**src/rtl/writeback_stage_buffered_if.sv**
```systemverilog
// ============================================================================
// Module : writeback_stage_buffered_if
// Brief  : MEM-side, regfile-side and forwarding signals of the writeback stage
// Rev    : 1.0  initial release
// ============================================================================
`default_nettype none

interface writeback_stage_buffered_if #(
  parameter int BUS_DATA_WIDTH = 64,
  parameter int REG_ADDR_WIDTH = 5,
  parameter int PC_WIDTH       = 64,
  parameter int OFF_W          = $clog2(BUS_DATA_WIDTH/8)
);
  logic                      inValid;
  logic                      outReady;
  logic [1:0]                inResultSel;
  logic [1:0]                inLoadSize;
  logic                      inLoadUnsigned;
  logic [OFF_W-1:0]          inByteOffset;
  logic [BUS_DATA_WIDTH-1:0] inReadData;
  logic [BUS_DATA_WIDTH-1:0] inALUData;
  logic [PC_WIDTH-1:0]       inPC;
  logic                      inRegWrite;
  logic [REG_ADDR_WIDTH-1:0] inDestReg;
  logic                      inRfReady;
  logic                      outRegWrite;
  logic [REG_ADDR_WIDTH-1:0] outDestReg;
  logic [BUS_DATA_WIDTH-1:0] outWriteData;
  logic                      outFwdValid;
  logic [REG_ADDR_WIDTH-1:0] outFwdReg;
  logic [BUS_DATA_WIDTH-1:0] outFwdData;
  logic [63:0]               outRetireCount;

  // Master is the surrounding pipeline (MEM stage plus regfile port)
  modport master (
    output inValid, inResultSel, inLoadSize, inLoadUnsigned, inByteOffset,
           inReadData, inALUData, inPC, inRegWrite, inDestReg, inRfReady,
    input  outReady, outRegWrite, outDestReg, outWriteData,
           outFwdValid, outFwdReg, outFwdData, outRetireCount
  );

  modport slave (
    input  inValid, inResultSel, inLoadSize, inLoadUnsigned, inByteOffset,
           inReadData, inALUData, inPC, inRegWrite, inDestReg, inRfReady,
    output outReady, outRegWrite, outDestReg, outWriteData,
           outFwdValid, outFwdReg, outFwdData, outRetireCount
  );
endinterface

`default_nettype wire

```
**src/rtl/writeback_stage_buffered.sv**
```systemverilog
// ============================================================================
// Module : writeback_stage_buffered
// Brief  : Writeback stage - result select, load alignment, 2-entry FIFO
// Rev    : 1.0  initial release
// ============================================================================
`default_nettype none

module writeback_stage_buffered #(
  parameter int BUS_DATA_WIDTH = 64,
  parameter int REG_ADDR_WIDTH = 5,
  parameter int PC_WIDTH       = 64
) (
  input  logic clk,
  input  logic reset_n,
  writeback_stage_buffered_if.slave bus
);
  localparam int   OFF_W = $clog2(BUS_DATA_WIDTH/8);
  localparam logic IS32  = (BUS_DATA_WIDTH == 32);

  // ---------------- result formatting ----------------
  logic [BUS_DATA_WIDTH-1:0] shifted;
  logic [63:0]               s64;
  logic [63:0]               load64;
  logic                      sx;
  logic [PC_WIDTH-1:0]       pc4;
  logic [BUS_DATA_WIDTH-1:0] fmt_data;
  logic                      fmt_wflag;

  assign shifted = bus.inReadData >> {bus.inByteOffset, 3'b000};
  assign s64     = 64'(shifted);
  assign sx      = ~bus.inLoadUnsigned;
  assign pc4     = bus.inPC + PC_WIDTH'(4);

  // Extension is done in a 64-bit domain so a 32-bit bus needs no special slicing
  always_comb begin
    load64 = s64;
    case (bus.inLoadSize)
      2'b00:   load64 = {{56{sx & s64[7]}},  s64[7:0]};
      2'b01:   load64 = {{48{sx & s64[15]}}, s64[15:0]};
      2'b10:   load64 = {{32{sx & s64[31]}}, s64[31:0]};
      default: load64 = IS32 ? {{32{sx & s64[31]}}, s64[31:0]} : s64;
    endcase
  end

  always_comb begin
    fmt_data = bus.inALUData;
    case (bus.inResultSel)
      2'b01:   fmt_data = BUS_DATA_WIDTH'(load64);
      2'b10:   fmt_data = BUS_DATA_WIDTH'(pc4);
      default: fmt_data = bus.inALUData;
    endcase
  end

  assign fmt_wflag = bus.inRegWrite && (bus.inDestReg != '0);

  // ---------------- 2-entry FIFO ----------------
  logic [BUS_DATA_WIDTH-1:0] data_q [2];
  logic [REG_ADDR_WIDTH-1:0] dest_q [2];
  logic [1:0]                wflag_q;
  logic                      wr_ptr;
  logic                      rd_ptr;
  logic [1:0]                count;
  logic [63:0]               retire_cnt;
  logic                      head_valid;
  logic                      head_wflag;
  logic                      ready;
  logic                      push;
  logic                      pop;

  assign head_valid = (count != 2'd0);
  assign head_wflag = wflag_q[rd_ptr];
  // Gated by reset_n so the stage never advertises readiness while held in reset
  assign ready      = reset_n && (count != 2'd2);
  assign push       = bus.inValid && ready;
  assign pop        = head_valid && (!head_wflag || bus.inRfReady);

  always_ff @(posedge clk or negedge reset_n) begin
    if (!reset_n) begin
      wr_ptr     <= 1'b0;
      rd_ptr     <= 1'b0;
      count      <= 2'd0;
      retire_cnt <= 64'd0;
    end else begin
      if (push) wr_ptr <= ~wr_ptr;
      if (pop) begin
        rd_ptr     <= ~rd_ptr;
        retire_cnt <= retire_cnt + 64'd1;
      end
      case ({push, pop})
        2'b10:   count <= count + 2'd1;
        2'b01:   count <= count - 2'd1;
        default: count <= count;
      endcase
    end
  end

  // Payload storage needs no reset; every read is qualified by head_valid
  always_ff @(posedge clk) begin
    if (push) begin
      data_q[wr_ptr]  <= fmt_data;
      dest_q[wr_ptr]  <= bus.inDestReg;
      wflag_q[wr_ptr] <= fmt_wflag;
    end
  end

  // ---------------- outputs ----------------
  assign bus.outReady       = ready;
  assign bus.outRegWrite    = head_valid && head_wflag;
  assign bus.outDestReg     = head_valid ? dest_q[rd_ptr] : '0;
  assign bus.outWriteData   = head_valid ? data_q[rd_ptr] : '0;
  assign bus.outFwdValid    = head_valid && head_wflag;
  assign bus.outFwdReg      = head_valid ? dest_q[rd_ptr] : '0;
  assign bus.outFwdData     = head_valid ? data_q[rd_ptr] : '0;
  assign bus.outRetireCount = retire_cnt;

endmodule

`default_nettype wire

```
**src/flat_wrapper.sv**
```systemverilog
// flat-port wrapper written by rule: the top's interface ports become plain ports
module writeback_stage_buffered_flat 
#(
  parameter int BUS_DATA_WIDTH = 64,
  parameter int REG_ADDR_WIDTH = 5,
  parameter int PC_WIDTH       = 64
)
  (clk, reset_n, bus_inValid, bus_inResultSel, bus_inLoadSize, bus_inLoadUnsigned, bus_inByteOffset, bus_inReadData, bus_inALUData, bus_inPC, bus_inRegWrite, bus_inDestReg, bus_inRfReady, bus_outReady, bus_outRegWrite, bus_outDestReg, bus_outWriteData, bus_outFwdValid, bus_outFwdReg, bus_outFwdData, bus_outRetireCount);
  writeback_stage_buffered_if #(.BUS_DATA_WIDTH(BUS_DATA_WIDTH), .REG_ADDR_WIDTH(REG_ADDR_WIDTH), .PC_WIDTH(PC_WIDTH)) bus_i ();
  input  logic clk;
  input  logic reset_n;
  input wire logic [$bits(bus_i.inValid)-1:0] bus_inValid;
  input wire logic [$bits(bus_i.inResultSel)-1:0] bus_inResultSel;
  input wire logic [$bits(bus_i.inLoadSize)-1:0] bus_inLoadSize;
  input wire logic [$bits(bus_i.inLoadUnsigned)-1:0] bus_inLoadUnsigned;
  input wire logic [$bits(bus_i.inByteOffset)-1:0] bus_inByteOffset;
  input wire logic [$bits(bus_i.inReadData)-1:0] bus_inReadData;
  input wire logic [$bits(bus_i.inALUData)-1:0] bus_inALUData;
  input wire logic [$bits(bus_i.inPC)-1:0] bus_inPC;
  input wire logic [$bits(bus_i.inRegWrite)-1:0] bus_inRegWrite;
  input wire logic [$bits(bus_i.inDestReg)-1:0] bus_inDestReg;
  input wire logic [$bits(bus_i.inRfReady)-1:0] bus_inRfReady;
  output wire logic [$bits(bus_i.outReady)-1:0] bus_outReady;
  output wire logic [$bits(bus_i.outRegWrite)-1:0] bus_outRegWrite;
  output wire logic [$bits(bus_i.outDestReg)-1:0] bus_outDestReg;
  output wire logic [$bits(bus_i.outWriteData)-1:0] bus_outWriteData;
  output wire logic [$bits(bus_i.outFwdValid)-1:0] bus_outFwdValid;
  output wire logic [$bits(bus_i.outFwdReg)-1:0] bus_outFwdReg;
  output wire logic [$bits(bus_i.outFwdData)-1:0] bus_outFwdData;
  output wire logic [$bits(bus_i.outRetireCount)-1:0] bus_outRetireCount;
  assign bus_i.inValid = bus_inValid;
  assign bus_i.inResultSel = bus_inResultSel;
  assign bus_i.inLoadSize = bus_inLoadSize;
  assign bus_i.inLoadUnsigned = bus_inLoadUnsigned;
  assign bus_i.inByteOffset = bus_inByteOffset;
  assign bus_i.inReadData = bus_inReadData;
  assign bus_i.inALUData = bus_inALUData;
  assign bus_i.inPC = bus_inPC;
  assign bus_i.inRegWrite = bus_inRegWrite;
  assign bus_i.inDestReg = bus_inDestReg;
  assign bus_i.inRfReady = bus_inRfReady;
  assign bus_outReady = bus_i.outReady;
  assign bus_outRegWrite = bus_i.outRegWrite;
  assign bus_outDestReg = bus_i.outDestReg;
  assign bus_outWriteData = bus_i.outWriteData;
  assign bus_outFwdValid = bus_i.outFwdValid;
  assign bus_outFwdReg = bus_i.outFwdReg;
  assign bus_outFwdData = bus_i.outFwdData;
  assign bus_outRetireCount = bus_i.outRetireCount;
  writeback_stage_buffered #(.BUS_DATA_WIDTH(BUS_DATA_WIDTH), .REG_ADDR_WIDTH(REG_ADDR_WIDTH), .PC_WIDTH(PC_WIDTH)) u_core (.clk(clk), .reset_n(reset_n), .bus(bus_i));
endmodule
```
**config.mk**
```make
export PLATFORM = sky130hd
export DESIGN_NAME = writeback_stage_buffered_flat
export DESIGN_NICKNAME = d
export VERILOG_FILES = /design/src/rtl/writeback_stage_buffered_if.sv /design/src/rtl/writeback_stage_buffered.sv /design/src/flat_wrapper.sv
export SDC_FILE = /design/constraint.sdc
export NUM_CORES = 1
export LEC_CHECK = 0
export CAP_MARGIN = 20
export CORE_AREA = 4 4 207 159
export DETAILED_ROUTE_END_ITERATION = 6
export DIE_AREA = 0 0 211 163
export PLACE_DENSITY = 0.76
export SETUP_SLACK_MARGIN = 0.15
export SYNTH_ARGS = -nofsm -noshare
export SYNTH_HDL_FRONTEND = slang
export SYNTH_SLANG_ARGS = --single-unit
```
**constraint.sdc**
```tcl
create_clock -name clk -period 5.4 [get_ports clk]
set_clock_uncertainty 0.15 [all_clocks]
set_input_delay 0.54 -clock clk [delete_from_list [all_inputs] [get_ports clk]]
set_output_delay 0.54 -clock clk [all_outputs]
set_load 0.01 [all_outputs]
```
-- Word-level counts from Yosys, hierarchy flattened
Memories as Yosys holds them, arrays and structs flattened.
Cells that the tools add are included.
- register bits: 70
- memory bits (writable): 138
- bits of input ports: 210
- word-level logic and storage cells: 52
- memories kept: 2
- $add $sub $neg: 4
- $lt $le $gt $ge: 3
- eq/ne operators: 7
- shift operators: 1
- mux-type cells: 12
- bitwise operators: 6
- reductions and logical operators: 12
- memory list (name ; words ; width ; read ports ; clocked after Yosys merged registers in ; wr ports ; RTL line ; text):
    u_core.data_q ; 2 ; 64 ; 1 ; 0 ; 1 ; writeback_stage_buffered.sv:57 ; logic [BUS_DATA_WIDTH-1:0] data_q [2];
    u_core.dest_q ; 2 ; 5 ; 1 ; 0 ; 1 ; writeback_stage_buffered.sv:58 ; logic [REG_ADDR_WIDTH-1:0] dest_q [2];
- operators by type and width (cell ; count):
    64-bit case mux with 3 select lines ; 1
    64-bit case mux with 2 select lines ; 1
    64-bit by 1-bit adder with 64-bit output, second input constant ; 1
    64-bit by 3-bit adder with 64-bit output, second input constant ; 1
    64-bit two-way mux ; 1
    64-bit by 6-bit right shift with 64-bit output ; 1
    2-bit by 1-bit equality test with 1-bit output, second input constant ; 3
    2-bit equality test, second input constant ; 3
    1-bit logical AND ; 6
    1-bit two-way mux ; 5
    5-bit two-way mux ; 1
    5-bit nonzero test ; 1
    1-bit by 2-bit < comparator with 1-bit output, second input constant ; 2
    2-bit case mux with 2 select lines ; 1
    2-bit nonzero test ; 2
    1-bit AND ; 3
    1-bit inverter ; 3
    2-bit by 1-bit adder with 2-bit output, second input constant ; 1
    2-bit bitwise mux ; 1
    2-bit zero test ; 1
    2-bit inequality test, second input constant ; 1
    2-bit by 1-bit subtractor with 2-bit output, second input constant ; 1
    1-bit demux with 1-bit select ; 1
    1-bit >= comparator, second input constant ; 1
    2 further kinds ; 2

-- Longest topological paths before layout
Gate-level depths: netlist of run 1.
- depth in word-level cells: 7
- depth in mapped cells: 10
- mapped depth without buffers: 7

-- Worst setup path before layout of run 1
No wires, ideal clock.
- path kind: input to register
- start point: input port reset_n
- end point: memory u_core.data_q[0][0] (enable)
- setup time: 0.499 ns
- data arrival time: 4.071 ns
- required time: 4.751 ns
- slack: 0.680 ns
- cell stages on the path: 3
- cells stage by stage: a21boi_0 > nand2_1 > nor2_1
- word-level cells in the longest chain between the ends: 4
- ends and longest elaborated chain (element ; RTL line ; text):
    start, declared ; flat_wrapper.sv:11 ; input logic reset_n;
    1-bit logical AND ; writeback_stage_buffered.sv:73 ; assign ready = reset_n && (count != 2'd2);
    1-bit logical AND ; writeback_stage_buffered.sv:74 ; assign push = bus.inValid && ready;
    1-bit two-way mux ; writeback_stage_buffered.sv:99 ; if (push) begin
    1-bit two-way mux (implied by the code) ; writeback_stage_buffered.sv:100 ; data_q[wr_ptr] <= fmt_data;
    end, declared ; writeback_stage_buffered.sv:57 ;
Every way passes these cells.

-- Final worst setup path of run 1
- start point: register u_core.rd_ptr
- end point: output port bus_outWriteData[28]
- word-level cells in the longest chain between the ends: 2
- ends and longest elaborated chain (element ; RTL line ; text):
    start, declared ; writeback_stage_buffered.sv:61 ; logic rd_ptr;
    start signal, assigned ; writeback_stage_buffered.sv:86 ; rd_ptr <= ~rd_ptr;
    memory 2 x 64 bit ; n/a ;
    64-bit two-way mux ; writeback_stage_buffered.sv:110 ; assign bus.outWriteData = head_valid ? data_q[rd_ptr] : '0;
    end, declared ; flat_wrapper.sv:26 ; output wire logic [$bits(bus_i.outWriteData)-1:0] bus_outWriteData;
Every way passes these cells.

==> results.py, run 1 <==
metrics = {
    "cells_and_area": {
        "layout.nets": 1885,
        "drive_gt1_frac": 0.06872,
        "syn_to_final_growth_pct": 34.46,
        "final_cell_mix": "clkdlybuf4s50_1 (411), edfxtp_1 (140), nor2_1 (135), mux2i_1 (107), nand2_1 (91)",
        "post-route-util": 0.5962,
        "final_common_cell": "clkdlybuf4s50_1",
        "num-fill-cells": 2588,
    },
    "route": {
        "vias": 12370,
        "ant_nets": 0,
        "viasPerCell": 5.889,
        "drt_iter0_markers": 1674,
        "finalWirelength_um": 50880,
        "wire_per_inst_um": 24.23,
        "route.detailed.drc": 0,
        "wl_met2_um": 22940,
        "dr_wl_met3_um": 5661,
        "drt_first_pass_iters": 5,
        "highest_layer": "met5",
        "met1Wirelength_um": 21260,
    },
    "critical_path": {
        "r2r_end": "u_core.bus.outRetireCount[42]",
        "timing.rr.start": "u_core.rd_ptr",
        "end_kind": "primary output",
        "critical_path_class": "flip-flop to primary output",
        "path_delay_family": "flip-flops",
        "critPathSlowestCell": "dfrtp_4",
        "reg2regPathDepth": 6,
        "critPathBufInv": 2,
        "reg2reg_slack_ns": 1.96,
        "arrival_ns": 3.25,
        "critPathMaxFanout": 49,
        "slowest_delay_ns": 1.06,
        "startpoint_type": "flip-flop",
        "crit_chain": "buf_4, mux2i_1, nor2_1, clkdlybuf4s50_1",
        "cp_data_required_time_ns": 4.71,
    },
    "yosys": {
        "async_flop_share": 0.3269,
        "synth-edff-count": 140,
        "synth_area_mm2": 0.01370,
        "ys.warnings.count": 0,
        "ys_ff_latch": 208,
        "synth.distinct_cells": 72,
        "synth_fp_nets": 1589,
        "synth_cells": 1374,
        "synth_flop_cell": "edfxtp_1",
        "synth_area_per_cell_um2": 9.971,
        "synth_seq_area_share": 0.4311,
    },
    "die": {
        "die_h_um": 163,
        "rows": 56,
        "coreArea_mm2": 0.03090,
        "top_level_ports": 415,
        "die_area_mm2": 0.03439,
        "start_util": 0.4434,
        "fp.dieW_um": 211,
    },
    "clocking": {
        "clkSinkCount": 208,
        "cts_tree": "built",
        "post_cts_resized": 0,
        "cts_buffers": 24,
        "cts-root-buf": "clkbuf_16",
        "postCtsSetupBuffers": 0,
        "htreeDepth": 1,
        "cts_hold_buf": 0,
        "clkLatencyLatePin_ns": 0.52,
        "clockBufferDepth": 3,
        "clk_pin_slew_ns": 0.06,
    },
    "sta": {
        "setup_slack_ns": 1.464,
        "worst_slew_pin_slew_ns": 1.137,
        "fmax_mhz": 254.1,
        "finalHoldViolations": 0,
        "setup_viol": 0,
        "slew_headroom": 0.2418,
        "grt_setup_unrepaired": "no",
        "finalSetupTns_ns": 0,
        "min_period_ns": 3.936,
        "fin_crit_sh": 0.7289,
        "final_max_slew_viol_count": 0,
    },
    "placed_design": {
        "dp_slack_ns": 1.446,
        "gp_congestion": 1.009,
        "hpwl_um": 39180,
        "port_buffers": 414,
    },
    "grt": {
        "antenna_found_initial": 10,
        "grt_pass1_vias": 11770,
        "grt_overflow": 0,
        "grt_usage": 0.2816,
        "grt_pass1_wl_um": 74240,
        "grt_max_degree": 77,
    },
    "power_and_ir_drop": {
        "power_mw": 6.747,
        "p_leak_nw": 6.920,
        "swShare": 0.3409,
        "clkPwrFrac": 0.242,
        "power_frac_comb": 0.443,
        "seqPwrFrac": 0.315,
        "power.internal_mw": 4.447,
        "switchingPower_mw": 2.300,
        "irDropWorstVdd_uv": 241.3,
        "powerDensity_mw_per_mm2": 366.3,
    },
    "outcome": {
        "outcome": "completed",
    },
    "run": {
        "drv_cap": 0,
    },
    "worst_hold_path": {
        "hold_path_class": "input pin to asynchronous set/reset pin",
    },
}
==> Yosys cell counts (17+ instances only) <==
master / count / area share
a21oi_1: 64 / 0.023
a2bb2oi_1: 22 / 0.014
and3_1: 18 / 0.0082
buf_2: 21 / 0.0077
buf_4: 74 / 0.041
clkbuf_1: 52 / 0.014
dfrtp_1: 68 / 0.12
edfxtp_1: 140 / 0.31
inv_1: 38 / 0.010
mux2_2: 19 / 0.016
mux2i_1: 107 / 0.078
mux4_2: 20 / 0.033
nand2_1: 91 / 0.025
nand3_1: 48 / 0.018
nand4_1: 32 / 0.015
nor2_1: 137 / 0.038
nor3_1: 26 / 0.0095
nor4_1: 17 / 0.0078
o21ai_0: 74 / 0.027
xnor2_1: 72 / 0.046
xor2_1: 46 / 0.029
==> metal layers <==
layer,GRT usage,vias up
li1,-,5563
met1,0.4050,5956
met2,0.4349,761
met3,0.06952,80
met4,0.06038,6
met5,0,-
==> registers in the layout, summed over array words and instances (netlist names) <==
name                       cells
u_core.data_q                128
u_core.bus.outRetireCount     64
u_core.dest_q                 10
u_core.count                   2
u_core.wflag_q                 2
u_core.rd_ptr                  1
u_core.wr_ptr                  1
==> power groups by stage <==
| stage | combinational [mW] | sequential (mW) | clock (mW) |
|---|---|---|---|
| after global routing | 3.17 | 2.14 | 1.72 |
| after CTS | 3.00 | 2.13 | 1.65 |
| after detailed placement | 2.99 | 2.16 | 0 |
| after floorplan | 1.72 | 2.05 | 0 |
| final | 2.99 | 2.13 | 1.63 |
| after global placement | 2.95 | 2.15 | 0 |
==> worst max-delay path by stage <==
stage | depth (start not counted) | start | slack, ns | end
after global placement | 8 | bus_inByteOffset[2] | 1.20 | u_core.data_q[0][58]
after CTS | 4 | u_core.rd_ptr | 1.47 | bus_outFwdData[22]
after global routing | 4 | u_core.rd_ptr | 1.39 | bus_outFwdData[28]
after floorplan | 3 | reset_n | 0.68 | u_core.data_q[0][0]
after detailed placement | 9 | bus_inByteOffset[2] | 1.45 | u_core.data_q[0][32]
final | 4 | u_core.rd_ptr | 1.46 | bus_outWriteData[28]
==> cells by family (layout without fill, tap and decap cells) <==
logic type                 count (synthesis)  after routing  share of synthesized area
AOI/OAI and AO/OA                        247            247                     0.1153
xor gates and xnor gates                 118            118                    0.07543
adders and majority gates                  5              5                   0.004566
buffers and inverters                    197            511                    0.07735
DFF                                      208            208                     0.4310
muxes                                    146            146                     0.1267
other                                      0              6                          0
and+or+nand+nor                          453            453                     0.1696
==> final cells by class <==
class	instances	area, um^2	share of cell area
multi-input combinational	969	6768	0.3674
sequential	208	5909	0.3208
timing repair buffer	429	4289	0.2328
clock buffer	25	604.3	0.03281
tap	406	508.0	0.02758
clock inverter	19	185.2	0.01005
inverter	38	142.6	0.007743
antenna	6	15.01	0.0008151
==> through the flow <==
stage	hold slack, ns	cells	instance area [um^2]
2_1_floorplan	0.09441	1374	13700
3_3_place_gp	0.3157	2046	17540
3_5_place_dp	0.3153	2048	17580
4_1_cts	0.1695	2092	18370
5_1_grt	0.2180	2099	18420
6_report	0.1582	2100	18420
Power figures use the tool's default switching activity.
==> run 2: changes to the inputs <==
Settings changed: CORE_AREA 4 4 207 159 to 4 4 209 160, DIE_AREA 0 0 211 163 to 0 0 213 164, PLACE_DENSITY 0.76 to 0.78.
Clock period 5.4 ns to 3.35 ns, I/O delays scaled along.
==> results.py, run 2 (synthesized netlist as in run 1, its figures left out) <==
metrics = {
    "sta": {
        "setup_viol": 0,
        "worst_slew_pin_slew_ns": 0.9197,
        "fmax_mhz": 322.0,
        "grt_setup_unrepaired": "no",
        "finalHoldViolations": 0,
        "final_max_slew_viol_count": 0,
        "slew_headroom": 0.3822,
        "min_period_ns": 3.105,
        "holdWs_ns": 0.2782,
        "fin_crit_sh": 0.9270,
    },
    "die": {
        "die_area_mm2": 0.03493,
        "start_util": 0.4394,
        "coreArea_mm2": 0.03118,
        "die_h_um": 164,
        "rows": 56,
        "top_level_ports": 415,
        "fp.dieW_um": 213,
    },
    "critical_path": {
        "startpoint": "u_core.rd_ptr",
        "critPathSlowestCell": "mux2i_1",
        "startpoint_type": "flip-flop",
        "cp_data_required_time_ns": 2.86,
        "arrival_ns": 2.62,
        "crit_chain": "buf_12, mux2i_1, nor2_1, clkdlybuf4s50_1",
        "end_kind": "primary output",
        "critical_path_class": "flip-flop to primary output",
        "critPathMaxFanout": 70,
        "timing.rr.start": "u_core.bus.outRetireCount[8]",
        "slowest_delay_ns": 0.53,
    },
    "clocking": {
        "cts-root-buf": "clkbuf_16",
        "clkLatencyLatePin_ns": 0.53,
        "cts_buffers": 23,
        "post_cts_resized": 0,
        "cts_hold_buf": 1,
        "clk_pin_slew_ns": 0.06,
        "htreeDepth": 1,
        "clockBufferDepth": 3,
        "clkSinkCount": 208,
        "cts_tree": "built",
        "postCtsSetupBuffers": 0,
    },
    "cells_and_area": {
        "post-route-util": 0.5984,
        "regMostFlops": "u_core.data_q",
        "layout.nets": 1922,
        "stdcell_area_mm2": 0.01866,
        "final_cell_mix": "clkdlybuf4s50_1 (411), edfxtp_1 (140), nor2_1 (135), mux2i_1 (107), nand2_1 (91)",
        "largest_reg_flops": 128,
        "final_common_cell": "clkdlybuf4s50_1",
        "num-fill-cells": 2625,
        "syn_to_final_growth_pct": 36.18,
        "drive_gt1_frac": 0.08585,
    },
    "grt": {
        "grt_pass1_wl_um": 75490,
        "grt_max_degree": 71,
        "grt_usage": 0.2839,
        "grt_overflow": 0,
        "grt_pass1_vias": 12030,
        "antenna_found_initial": 14,
    },
    "route": {
        "wire_per_inst_um": 24.10,
        "vias": 12440,
        "drt_first_pass_iters": 5,
        "drt_iter0_markers": 1371,
        "ant_nets": 0,
        "finalWirelength_um": 51670,
        "viasPerCell": 5.803,
        "route.detailed.drc": 0,
    },
    "worst_hold_path": {
        "hp-start": "bus_inDestReg[0]",
        "hold_path_class": "input pin to flip-flop",
    },
    "run": {
        "drv_cap": 0,
    },
    "power_and_ir_drop": {
        "irDropWorstVdd_uv": 512.3,
        "p_leak_nw": 7.064,
        "powerDensity_mw_per_mm2": 569.5,
    },
    "placed_design": {
        "gp_congestion": 0.9997,
        "port_buffers": 414,
        "dpl-instance-area_mm2": 0.01794,
        "hpwl_um": 40670,
    },
    "outcome": {
        "outcome": "completed",
    },
}
==> run 2: cell types whose count changed in the layout (fill, tap and decap cells not counted), moves of 2 or more <==
| cell | previous run | this run |
|---|---|---|
| buf_12 | 0 | 7 |
| buf_16 | 2 | 0 |
| buf_4 | 12 | 46 |
| bufinv_16 | 3 | 0 |
| clkbuf_1 | 1 | 3 |
| clkinv_2 | 1 | 3 |
| clkinvlp_4 | 3 | 1 |
| diode_2 | 6 | 14 |
==> run 2: metrics by stage <==
step                      setup WS [ns]  total power [mW]  std cells  TNS (ns)
after detailed placement       -0.05009             8.390       2087   -0.1002
after global routing             0.2009             11.11       2142         0
after floorplan                  0.1622             6.065       1374         0
final                            0.2446             10.63       2144         0
after global placement         -0.01596             8.310       2087  -0.03192
after CTS                        0.2914             10.70       2130         0
==> run 2: metal layers <==
metal / vias to the layer above / GRT usage / wire length (um)
met3: 76 / 0.06225 / 5010
met5: - / 0 / 8
met4: 2 / 0.07463 / 1352
met1: 6021 / 0.4105 / 22220
met2: 706 / 0.4348 / 23080
li1: 5637 / - / -
==> run 2: worst paths after layout <==
kind                       cells after the start  slack (ns)                             to
hold / removal                                 1        0.28            u_core.dest_q[1][0]
setup / recovery                               4        0.24             bus_outFwdData[21]
hold reg to reg                                1        0.34  u_core.bus.outRetireCount[63]
setup reg to reg                               6        0.81  u_core.bus.outRetireCount[53]
min in group asynchronous                      3        0.47  u_core.bus.outRetireCount[26]
max in group asynchronous                      3        1.93                  u_core.rd_ptr
==> run 2: where the power goes <==
part | internal, mW | leakage (nW) | switching [mW]
sequential | 3.12 | 2.17 | 0.140
clock | 1.27 | 0.329 | 1.05
combinational | 2.56 | 4.56 | 2.50
==> run 2: critical path, delay by kind of cell (launching register included) <==
family | cells | cell delay [ns]
buffers and inverters | 2 | 0.88
multiplexers | 1 | 0.53
AND/OR/NAND/NOR | 1 | 0.12
flip-flops | 1 | 0.43
==> run 2: cell type report <==
| cell class | count | area, um^2 | area share |
|---|---|---|---|
| multi-input combinational | 969 | 6768 | 0.3627 |
| tap | 406 | 508.0 | 0.02723 |
| sequential | 208 | 5909 | 0.3167 |
| inverter | 38 | 142.6 | 0.007645 |
| clock buffer | 26 | 586.8 | 0.03145 |
| clock inverter | 16 | 88.84 | 0.004761 |
| timing repair buffer | 467 | 4619 | 0.2476 |
| antenna | 14 | 35.03 | 0.001878 |
